File: src/rtl/pe_req_capture.sv
// Request-capture front end for the 8-bit priority encoder: synchronise, edge-detect,
// hold sticky pending bits and offer a frozen masked snapshot. Optional macro: PE_REQ_OVERFLOW_EN.
module pe_req_capture #(
    parameter int SYNC_STAGES    = 2,
    parameter int TIMEOUT_CYCLES = 255
) (
    input  logic       wb_clk_i,
    input  logic       wb_rst_n,
    input  logic [7:0] io_req,
    input  logic [7:0] io_mask,
    input  logic       io_en,
    input  logic       io_ack,
    input  logic [2:0] io_ack_idx,
`ifdef PE_REQ_OVERFLOW_EN
    input  logic       ovf_clr,
    output logic [7:0] ovf,
`endif
    output logic [7:0] pend_snap,
    output logic       pend_valid,
    output logic       ack_err,
    output logic       timeout,
    output logic       busy
);

    typedef enum logic [1:0] {
        S_IDLE  = 2'd0,
        S_OFFER = 2'd1,
        S_GAP   = 2'd2
    } state_t;

    localparam logic [7:0] TO_LAST = 8'(TIMEOUT_CYCLES - 1);

    state_t                        state;
    logic [7:0]                    count;
    logic [SYNC_STAGES-1:0][7:0]   sync_q;
    logic [7:0]                    prev;
    logic [7:0]                    pending;
    logic [7:0]                    sync_out;
    logic [7:0]                    rise;
    logic [7:0]                    masked;
    logic [7:0]                    clr_vec;
    logic [7:0]                    pending_next;
    logic                          ack_hit;

    assign sync_out = sync_q[SYNC_STAGES-1];
    assign rise     = sync_out & ~prev;
    assign masked   = pending & ~io_mask;
    assign ack_hit  = io_ack & pend_snap[io_ack_idx];

    // Only a matching ack in a live offer clears; a same-cycle edge re-sets the bit.
    always_comb begin
        clr_vec = 8'h00;
        if (state == S_OFFER && io_en && ack_hit)
            clr_vec = 8'h01 << io_ack_idx;
        pending_next = (pending & ~clr_vec) | rise;
    end

    always_ff @(posedge wb_clk_i or negedge wb_rst_n) begin
        if (!wb_rst_n) begin
            sync_q  <= '0;
            prev    <= 8'h00;
            pending <= 8'h00;
            busy    <= 1'b0;
        end else begin
            sync_q  <= {sync_q[SYNC_STAGES-2:0], io_req};
            prev    <= sync_out;
            pending <= pending_next;
            busy    <= |pending_next;
        end
    end

`ifdef PE_REQ_OVERFLOW_EN
    always_ff @(posedge wb_clk_i or negedge wb_rst_n) begin
        if (!wb_rst_n)
            ovf <= 8'h00;
        else
            ovf <= (ovf & ~{8{ovf_clr}}) | (rise & pending & ~clr_vec);
    end
`endif

    always_ff @(posedge wb_clk_i or negedge wb_rst_n) begin
        if (!wb_rst_n) begin
            state      <= S_IDLE;
            count      <= 8'h00;
            pend_snap  <= 8'h00;
            pend_valid <= 1'b0;
            ack_err    <= 1'b0;
            timeout    <= 1'b0;
        end else begin
            ack_err <= 1'b0;
            timeout <= 1'b0;
            case (state)
                S_IDLE: begin
                    if (io_en && masked != 8'h00) begin
                        pend_snap  <= masked;
                        pend_valid <= 1'b1;
                        count      <= 8'h00;
                        state      <= S_OFFER;
                    end
                end
                S_OFFER: begin
                    if (!io_en) begin
                        pend_snap  <= 8'h00;
                        pend_valid <= 1'b0;
                        state      <= S_IDLE;
                    end else if (io_ack || count == TO_LAST) begin
                        // Every exit to GAP drops the vector so the encoder sees a blank cycle.
                        ack_err    <= io_ack & ~ack_hit;
                        timeout    <= ~io_ack;
                        pend_snap  <= 8'h00;
                        pend_valid <= 1'b0;
                        state      <= S_GAP;
                    end else begin
                        count <= count + 8'd1;
                    end
                end
                S_GAP: begin
                    pend_snap  <= 8'h00;
                    pend_valid <= 1'b0;
                    state      <= S_IDLE;
                end
                default: begin
                    pend_snap  <= 8'h00;
                    pend_valid <= 1'b0;
                    state      <= S_IDLE;
                end
            endcase
        end
    end

endmodule

File: config.mk
export PLATFORM = sky130hd
export DESIGN_NAME = pe_req_capture
export DESIGN_NICKNAME = d
export VERILOG_FILES = /design/src/rtl/pe_req_capture.sv
export SDC_FILE = /design/constraint.sdc
export NUM_CORES = 1
export LEC_CHECK = 0
export ABC_CLOCK_PERIOD_IN_PS = 1600
export CELL_PAD_IN_SITES_DETAIL_PLACEMENT = 2
export CELL_PAD_IN_SITES_GLOBAL_PLACEMENT = 2
export CORE_MARGIN = 2
export CORE_UTILIZATION = 37
export DETAILED_ROUTE_END_ITERATION = 8
export DONT_BUFFER_PORTS = 1
export PLACE_DENSITY_LB_ADDON = 0.15
export SLEW_MARGIN = 10
export SYNTH_ARGS = -nofsm -noshare
export SYNTH_HDL_FRONTEND = slang
export SYNTH_SLANG_ARGS = --single-unit
File: constraint.sdc
create_clock -name wb_clk_i -period 1.6 [get_ports wb_clk_i]
set_input_delay 0.48 -clock wb_clk_i [delete_from_list [all_inputs] [get_ports wb_clk_i]]
set_output_delay 0.48 -clock wb_clk_i [all_outputs]
set_load 0.02 [all_outputs]
Yosys cells after proc, flatten, opt, wreduce, memory -nomap -nowiden. Cells that the tools add are included.

Register bits: 54. Bits in latches: 0. Bits in writable memories: 0. Memory bits (read-only): 0. Input bits: 23. Output and inout port bits: 12. Word-level logic and storage cells: 66. Memories: 0.

$add $sub $neg: 1. Multipliers: 0. Divide/modulo/power cells: 0. Magnitude comparators: 1. Equality and inequality tests: 6. Shifts and indexed selects: 1. Muxes and demuxes: 25. Bitwise gates (word level): 11. Reductions and logical operators: 10.

Operators by type and width (number): $mux 8 (7); $pmux 8 s2 (2); $and 8x8->8 (3); $not 8->8 (3); $mux 1 (10); $add 8x1->8 const B (1); $eq 8x8->1 const B (1); $or 8x8->8 (1); $reduce_bool 8->1 (1); $reduce_or 8->1 (1); $shl 1x3->8 const A (1); $mux 2 (3); $ne 2x2->1 const B (3); $lt 3x4->1 const B (1); $pmux 2 s2 (1); $reduce_and 4->1 (1); $bmux 1 s3 (1); $logic_and 1x1->1 (3); $ne 3x2->1 const B (1); $and 1x1->1 (2); $eq 2x1->1 const B (1); $logic_not 2->1 (1); $not 1->1 (2); $pmux 1 s2 (1); other kinds (3) (3).

Longest topological paths before layout. Gate-level depths: netlist (run 1).

Word-level depth: 9. Gate-level depth with buffers: 7. Depth with buffers taken out: 7.

Least setup slack after synthesis (run 1). Ideal clock, no wire load.

Kind: in2reg. Start: input io_ack_idx[0]. End: register busy. Library setup time: 0.133 ns. Data arrival time: 1.712 ns. Required time: 1.467 ns. Setup slack: -0.245 ns. Stages: 6. Buffers on the path: 1. Cells stage by stage: buf_2 -> or4b_2 -> o21ai_0 -> o21ai_0 -> nor2_1 -> nand4bb_1.

Word-level cells in the longest chain between the ends: 9. Elaborated cells on any way between the ends: 10. Those cells by class: 1 x shift; 3 x mux; 4 x bitwise; 2 x reduce/logical.

RTL lines: start: declaration (line 13) `input logic [2:0] io_ack_idx,`; $bmux 1 s3 (line 48) `assign ack_hit = io_ack & pend_snap[io_ack_idx];`; $mux 1 (not written as such) (line 48); $and 1x1->1 (line 48); $logic_and 1x1->1 (line 53) `if (state == S_OFFER && io_en && ack_hit)`; $mux 8 * (line 53); $not 8->8 * (line 55) `pending_next = (pending & ~clr_vec) | rise;`; $and 8x8->8 * (line 55); $or 8x8->8 * (line 55); via pending_next[0] (line 42) `logic [7:0] pending_next;`; $reduce_or 8->1 * (line 68) `busy <= |pending_next;`; end signal: assignment (line 68); end: declaration (line 22) `output logic busy`.

The timed path passes the listed nets; every way through them passes the cells marked *. The select of a mux whose other input is x is not followed. A chain may end at the register's enable or synchronous reset.

Final worst setup path (run 1).
Start: register pending[5]. End: register count[0].

Word-level cells in the longest chain between the ends: 5.

RTL lines: start: declaration (line 37) `logic [7:0] pending;`; start signal: assignment (line 67) `pending <= pending_next;`; $and 8x8->8 (line 47) `assign masked = pending & ~io_mask;`; $reduce_bool 8->1 (line 94) `if (io_en && masked != 8'h00) begin`; $logic_and 1x1->1 (line 94); $ne 2x2->1 (no source line); $reduce_and 4->1 (no source line); end signal: assignment (line 114) `count <= count + 8'd1;`; end: declaration (line 34) `logic [7:0] count;`.

Every way passes these cells.

==> metrics, run 1 <==
outcome=complete, but fails checks; failing checks=negative hold slack, negative setup slack; DRT Pass-1 Iters=4; clock insertion delay at the later pin of the skew report=0.31 ns; multi-input logic area=888 µm²; CP arrival=approximately 2 ns; max cap viols=0; PortBufs=0; gpl congestion=0.781; first-pass GRT wire length=approximately 9200 µm; Sw Ratio=0.259; Hold Crit Class=input pin to async pin; CTS buffer count=5; prevailing post-synth register cell=dfrtp_1; final setup fails=18; synthesized area=2090 µm²; post-synth top area share=0.636; layout cells sized above 1=0.368; kind of critical path=register to register; DRT iter0 DRCs=44; syn avg cell area=12.6 µm²; Layout Skew=around 0.0044 ns; max-slew violation count=0; routed vias/inst=5.38; DR vias=~1,500; Worst Path Max Fanout=6; Initial Utilization=0.381; number of flops mapped to enable cells by yosys=0; largest net degree at the start of global routing=54; GRT overflow=0; Reg area=~1300 µm²; endpoints failing hold=between 50 and 60; Cell Area, Placed=2410 µm²; Mapped Cells=165; top cells by area, synth=dfrtp_1 64%, nor2b_1 3.6%, a22o_1 3.4%; WP data required=~1.8 ns; RSZ-0062 raised after global routing=true; flops & latches, synth=between 50 and 60; clock slew at reported path FFs=roughly 0.10 ns; fraction of registers with async set/reset=1.00; Peak VDD IR=around 0.64 mV; Root Driver=clkbuf_8; antenna violations before repair=0; Logic pwr share=0.139; fin crit share=1.13; startpoint types=register; worst rel slew slack=0.780; Rows=27; die height=~80 µm; Psw=0.726 mW; static leakage=~1.2 nW; Max Freq=approximately 550 MHz; cell with the most instances after synthesis=dfrtp_1; Clk network pwr share=0.334; core area=5470 µm²; Final WS setup=-0.210 ns; Antenna Cells=0; vias in the first global route=between 1,500 and 2,000; yosys warns=0; Final HPWL DP=slightly below 4000 µm; DRC viols=0; H-tree depth=2; Internal Dissipation=roughly 2.1 mW; Final Cell Area=around 2700 µm²; Synth top cells by count=53 x dfrtp_1, 12 x nand2_1, 12 x nor2b_1; DIE AREA=about 6300 µm²; Final ANT Viol Nets=0; CTS tree=built; die width=between 70 and 80 µm; Seq pwr share=0.526; clock sinks=between 50 and 60; Layout area overhead=29.8%; maximum clock path buffer count=2; Yosys cell types=43; fill cell count=around 540; Setup crit end kind=register; crit path time final=roughly 1.8 ns; # IOs=35; post-synthesis sequential area ratio=0.636; PwrDens=slightly above 1000 nW/µm²; cell taking the most area after synthesis=dfrtp_1; Worst Hold Slack=-0.150 ns; GRT Overall Usage=0.199; Routed WL per cell=21.5 µm; worst-margin pin slew=~0.33 ns; post-synthesis net count=190; Total Routed Length=between 5000 and 6000 µm; # nets final=around 230
[state kept, by name, indices dropped and copies added (netlist names), 8 cells and up]
| name | cells |
|---|---|
| pend_snap | 8 |
| sync_q | 8 |
| count | 8 |
| sync_out | 8 |
| prev | 8 |
| pending | 8 |
[worst paths after layout]
| kind | startpoint | depth (start not counted) | slack, ns | endpoint |
|---|---|---|---|---|
| min in group wb_clk_i | io_req[6] | 0 | 0.19 | sync_q[6] |
| max | pending[5] | 5 | -0.21 | count[0] |
| max reg2reg | pending[5] | 5 | -0.21 | count[0] |
| min reg2reg | sync_q[0] | 0 | 0.36 | sync_out[0] |
| min | wb_rst_n | 0 | -0.15 | state[1] |
| max in group asynchronous | wb_rst_n | 0 | 1.65 | pend_snap[6] |
[metal layers]
metal / track usage / vias up / part of all wire
met1: 0.241 / 770 / 0.41
met4: 0.0638 / 0 / 0.029
met5: 0 / - / 0
met2: 0.353 / 40 / 0.53
met3: 0.0420 / 12 / 0.033
li1: - / 662 / -
[cells by family (layout without fill, tap and decap cells)]
group | count (synthesis) | after routing | synth area share
buf+inv | 10 | 48 | 0.0222
xor+xnor | 3 | 3 | 0.0126
simple gates | 58 | 58 | 0.164
flops | 53 | 53 | 0.636
mux | 5 | 5 | 0.0360
fa+ha+maj | 2 | 2 | 0.0120
compound gates | 34 | 35 | 0.118
[stage by stage]
step,util,worst slack (ns),TNS (ns),cells,total power [mW]
after floorplan,-,-0.132,-0.839,165,1.71
after global placement,0.441,-0.169,-1.88,261,1.83
after detailed placement,0.441,-0.237,-2.73,261,1.85
after CTS,0.476,-0.201,-2.22,273,2.81
after global routing,0.495,-0.275,-2.85,276,2.92
final,0.495,-0.210,-2.22,276,2.80
[cell usage in the layout, fill, tap and decap left out, types with 3 or more instances in the layout]
cell type | netlist | final
clkbuf_8 | 0 | 5
buf_4 | 0 | 32
o21ai_0 | 10 | 4
nand3b_1 | 4 | 4
nand2_1 | 12 | 10
inv_1 | 7 | 6
a22o_1 | 8 | 8
a21oi_1 | 6 | 6
nor2_4 | 0 | 4
nor2b_1 | 12 | 8
nor2_1 | 8 | 4
nand3_1 | 4 | 3
o21ai_1 | 0 | 5
nor2b_4 | 0 | 4
dfrtp_1 | 53 | 53
[critical path, cell delays in order (launching register included)]
cell	delay (ns)
dfrtp_1	0.40
nor2b_4	0.14
or4_4	0.57
o211a_4	0.32
a21o_1	0.17
mux2i_1	0.13
[power by group through the flow]
stage          combinational, mW  clock, mW  sequential [mW]
6_report                   0.390      0.937             1.47
2_1_floorplan              0.170          0             1.54
4_1_cts                    0.373      0.962             1.47
3_5_place_dp               0.354          0             1.50
5_1_grt                    0.421       1.01             1.49
3_3_place_gp               0.339          0             1.50
[final cells by class]
cell class,instances,area share
Timing Repair Buffer,33,0.0962
Inverter,7,0.00971
Clock buffer,5,0.0254
Multi-Input combinational cell,103,0.328
Clock inverter,3,0.0171
Sequential cell,53,0.490
Tap cell,72,0.0333
[what timing repair did]
action | CTS | global route
buffers inserted | 3 | 3
endpoints found under the setup margin | 20 | 20
gates resized for setup | 12 | 19
pin swaps | 3 | 6
gates cloned | 1 | 0
hold endpoints to repair | 53 | 53
No activity file was read; power rests on OpenSTA's default activity.
==> inputs of run 2 (changes only) <==
--- a/config.mk
+++ b/config.mk
@@ -8,7 +8,6 @@
 export ABC_CLOCK_PERIOD_IN_PS = 1600
 export CELL_PAD_IN_SITES_DETAIL_PLACEMENT = 2
 export CELL_PAD_IN_SITES_GLOBAL_PLACEMENT = 2
-export CORE_MARGIN = 2
 export CORE_UTILIZATION = 37
 export DETAILED_ROUTE_END_ITERATION = 8
 export DONT_BUFFER_PORTS = 1
==> run 2 against run 1 <==
The flow still finishes with violations (negative hold slack, negative setup slack). First-iteration DRC count up 95%. Final area fell by 1.4%. Cell count is 0.36% higher. Die area shrank 5.0%. Clock skew up 0.0062 ns. Maximum frequency fell by 1.3%. Non-clock buffer count grew 4. Worst hold slack improved by 0.011 ns. Sequential share of layout area grew 0.71 points. Via count is 0.54% higher. Critical endpoint is now pend_snap[5]. Largest cell class unchanged.
==> metrics, run 2 (same netlist as run 1, synthesis figures left out) <==
Total Routed Length=around 6000 µm; max cap viols=0; DP Cell Count=between 200 and 300; die height=between 70 and 80 µm; DRT Pass-1 Iters=4; largest net degree at the start of global routing=54; fill cell count=around 530; failing checks=negative hold slack, negative setup slack; Routed WL per cell=21.4 µm; outcome=complete, but fails checks; first-pass GRT wire length=slightly below 10,000 µm; clock insertion delay at the later pin of the skew report=~0.3 ns; DRT iter0 DRCs=86; clock sinks=53; commonest non-fill, non-tap cell in the layout=dfrtp_1; DRC viols=0; CP arrival=around 2.0 ns; crit path from=pending[2]; Final HPWL DP=around 4100 µm; core area=about 5300 µm²; die width=around 77 µm; Peak VDD IR=~0.5 mV; layout cells sized above 1=0.357; worst rel slew slack=0.781; Worst Path Max Fanout=4; vias in the first global route=1,714; final setup fails=18; static leakage=1.19 nW; DR vias=1,492; Final WS setup=-0.233 ns; GRT Overall Usage=0.218; startpoint types=register; Root Driver=clkbuf_8; Max Freq=~550 MHz; Crit path largest cell delay=between 0.5 and 0.6 ns; GRT overflow=0; routed vias/inst=5.39; worst path cell trace=nor2b_4 > or4_4 > o211a_4 > buf_12 > a22o_1; R2R Path Start=pending[2]; crit path time final=between 1.5 and 2 ns; Hold Crit Class=input pin to async pin; final std cells w/o fill=approximately 280; PwrDens=1040 nW/µm²; CTS buffer count=5; # IOs=35; Layout area overhead=27.9%; # nets final=between 200 and 250; Worst Hold Slack=-0.139 ns; antenna violations before repair=0; WP data required=1.80 ns; maximum clock path buffer count=2; Rows=26; endpoints failing hold=53; Antenna Cells=0; Initial Utilization=0.396; clock slew at reported path FFs=approximately 0.10 ns; most frequent cells in the layout=53 x dfrtp_1, 36 x buf_4, 10 x nand2_1, 8 x a22o_1; Setup crit end kind=register; kind of critical path=register to register; RSZ-0062 raised after global routing=true; DIE AREA=around 5900 µm²; Cell Area, Placed=2410 µm²; slowest CP cell=or4_4; Layout Skew=between 0.01 and 0.015 ns; worst-margin pin slew=roughly 0.33 ns; Final ANT Viol Nets=0; CTS tree=built; fin crit share=1.15; PortBufs=0; H-tree depth=2; max-slew violation count=0; gpl congestion=0.788; Final Cell Area=about 2700 µm²
==> run 2: changes by cell type in the layout (fill, tap and decap cells not counted), sizes merged <==
cell	change
buf	+4
clkinvlp	-1
==> run 2: cell type report <==
type / count / area [µm²] / area share
Sequential cell: 53 / 1330 / 0.497
Tap cell: 70 / 87.6 / 0.0328
Clock buffer: 5 / 68.8 / 0.0258
Multi-Input combinational cell: 103 / 833 / 0.312
Inverter: 7 / 26.3 / 0.00985
Timing Repair Buffer: 37 / 290 / 0.109
Clock inverter: 2 / 35.0 / 0.0131
==> run 2: through the flow <==
| stage | setup slack (ns) | utilization | hold slack, ns | power, mW | setup TNS, ns |
|---|---|---|---|---|---|
| 3_5_place_dp | -0.283 | 0.458 | 0.186 | 1.86 | -3.29 |
| 2_1_floorplan | -0.132 | - | 0.184 | 1.71 | -0.839 |
| 5_1_grt | -0.291 | 0.506 | -0.154 | 2.87 | -3.65 |
| 4_1_cts | -0.223 | 0.489 | -0.149 | 2.76 | -2.59 |
| 6_report | -0.233 | 0.506 | -0.139 | 2.77 | -2.76 |
| 3_3_place_gp | -0.200 | 0.458 | 0.185 | 1.83 | -2.40 |
==> run 2: worst paths after layout <==
check | to | cells past startpoint | slack (ns)
setup / recovery | pend_snap[5] | 5 | -0.23
hold / removal | ack_err | 0 | -0.14
setup reg to reg | pend_snap[5] | 5 | -0.23
hold reg to reg | sync_out[3] | 0 | 0.35
max in group asynchronous | count[5] | 0 | 1.62
min in group wb_clk_i | sync_q[7] | 0 | 0.20
==> run 2: worst max-delay path, delay by kind of cell, from the launching register on <==
kind	cells	cell delay (ns)
simple gates	2	0.70
compound gates	2	0.49
buf+inv	1	0.13
flops	1	0.41
==> run 2: what timing repair did <==
| action | CTS | global route |
|---|---|---|
| pin swaps | 4 | 4 |
| cloned | 1 | 0 |
| gates resized for setup | 13 | 9 |
| setup buffers | 2 | 6 |
| endpoints found under the hold margin | 53 | 53 |
| setup endpoints to repair | 19 | 21 |
==> run 2: layer usage <==
metal / vias to the layer above / part of all wire / GRT usage
met2: 45 / 0.52 / 0.382
li1: 666 / - / -
met3: 6 / 0.062 / 0.0476
met4: 0 / 0.012 / 0.0585
met5: - / 0 / 0
met1: 775 / 0.41 / 0.272
==> run 2: where the power goes <==
part	switching (mW)	internal (mW)
Combinational	0.219	0.205
Sequential	0.0496	1.42
Clock	0.422	0.455
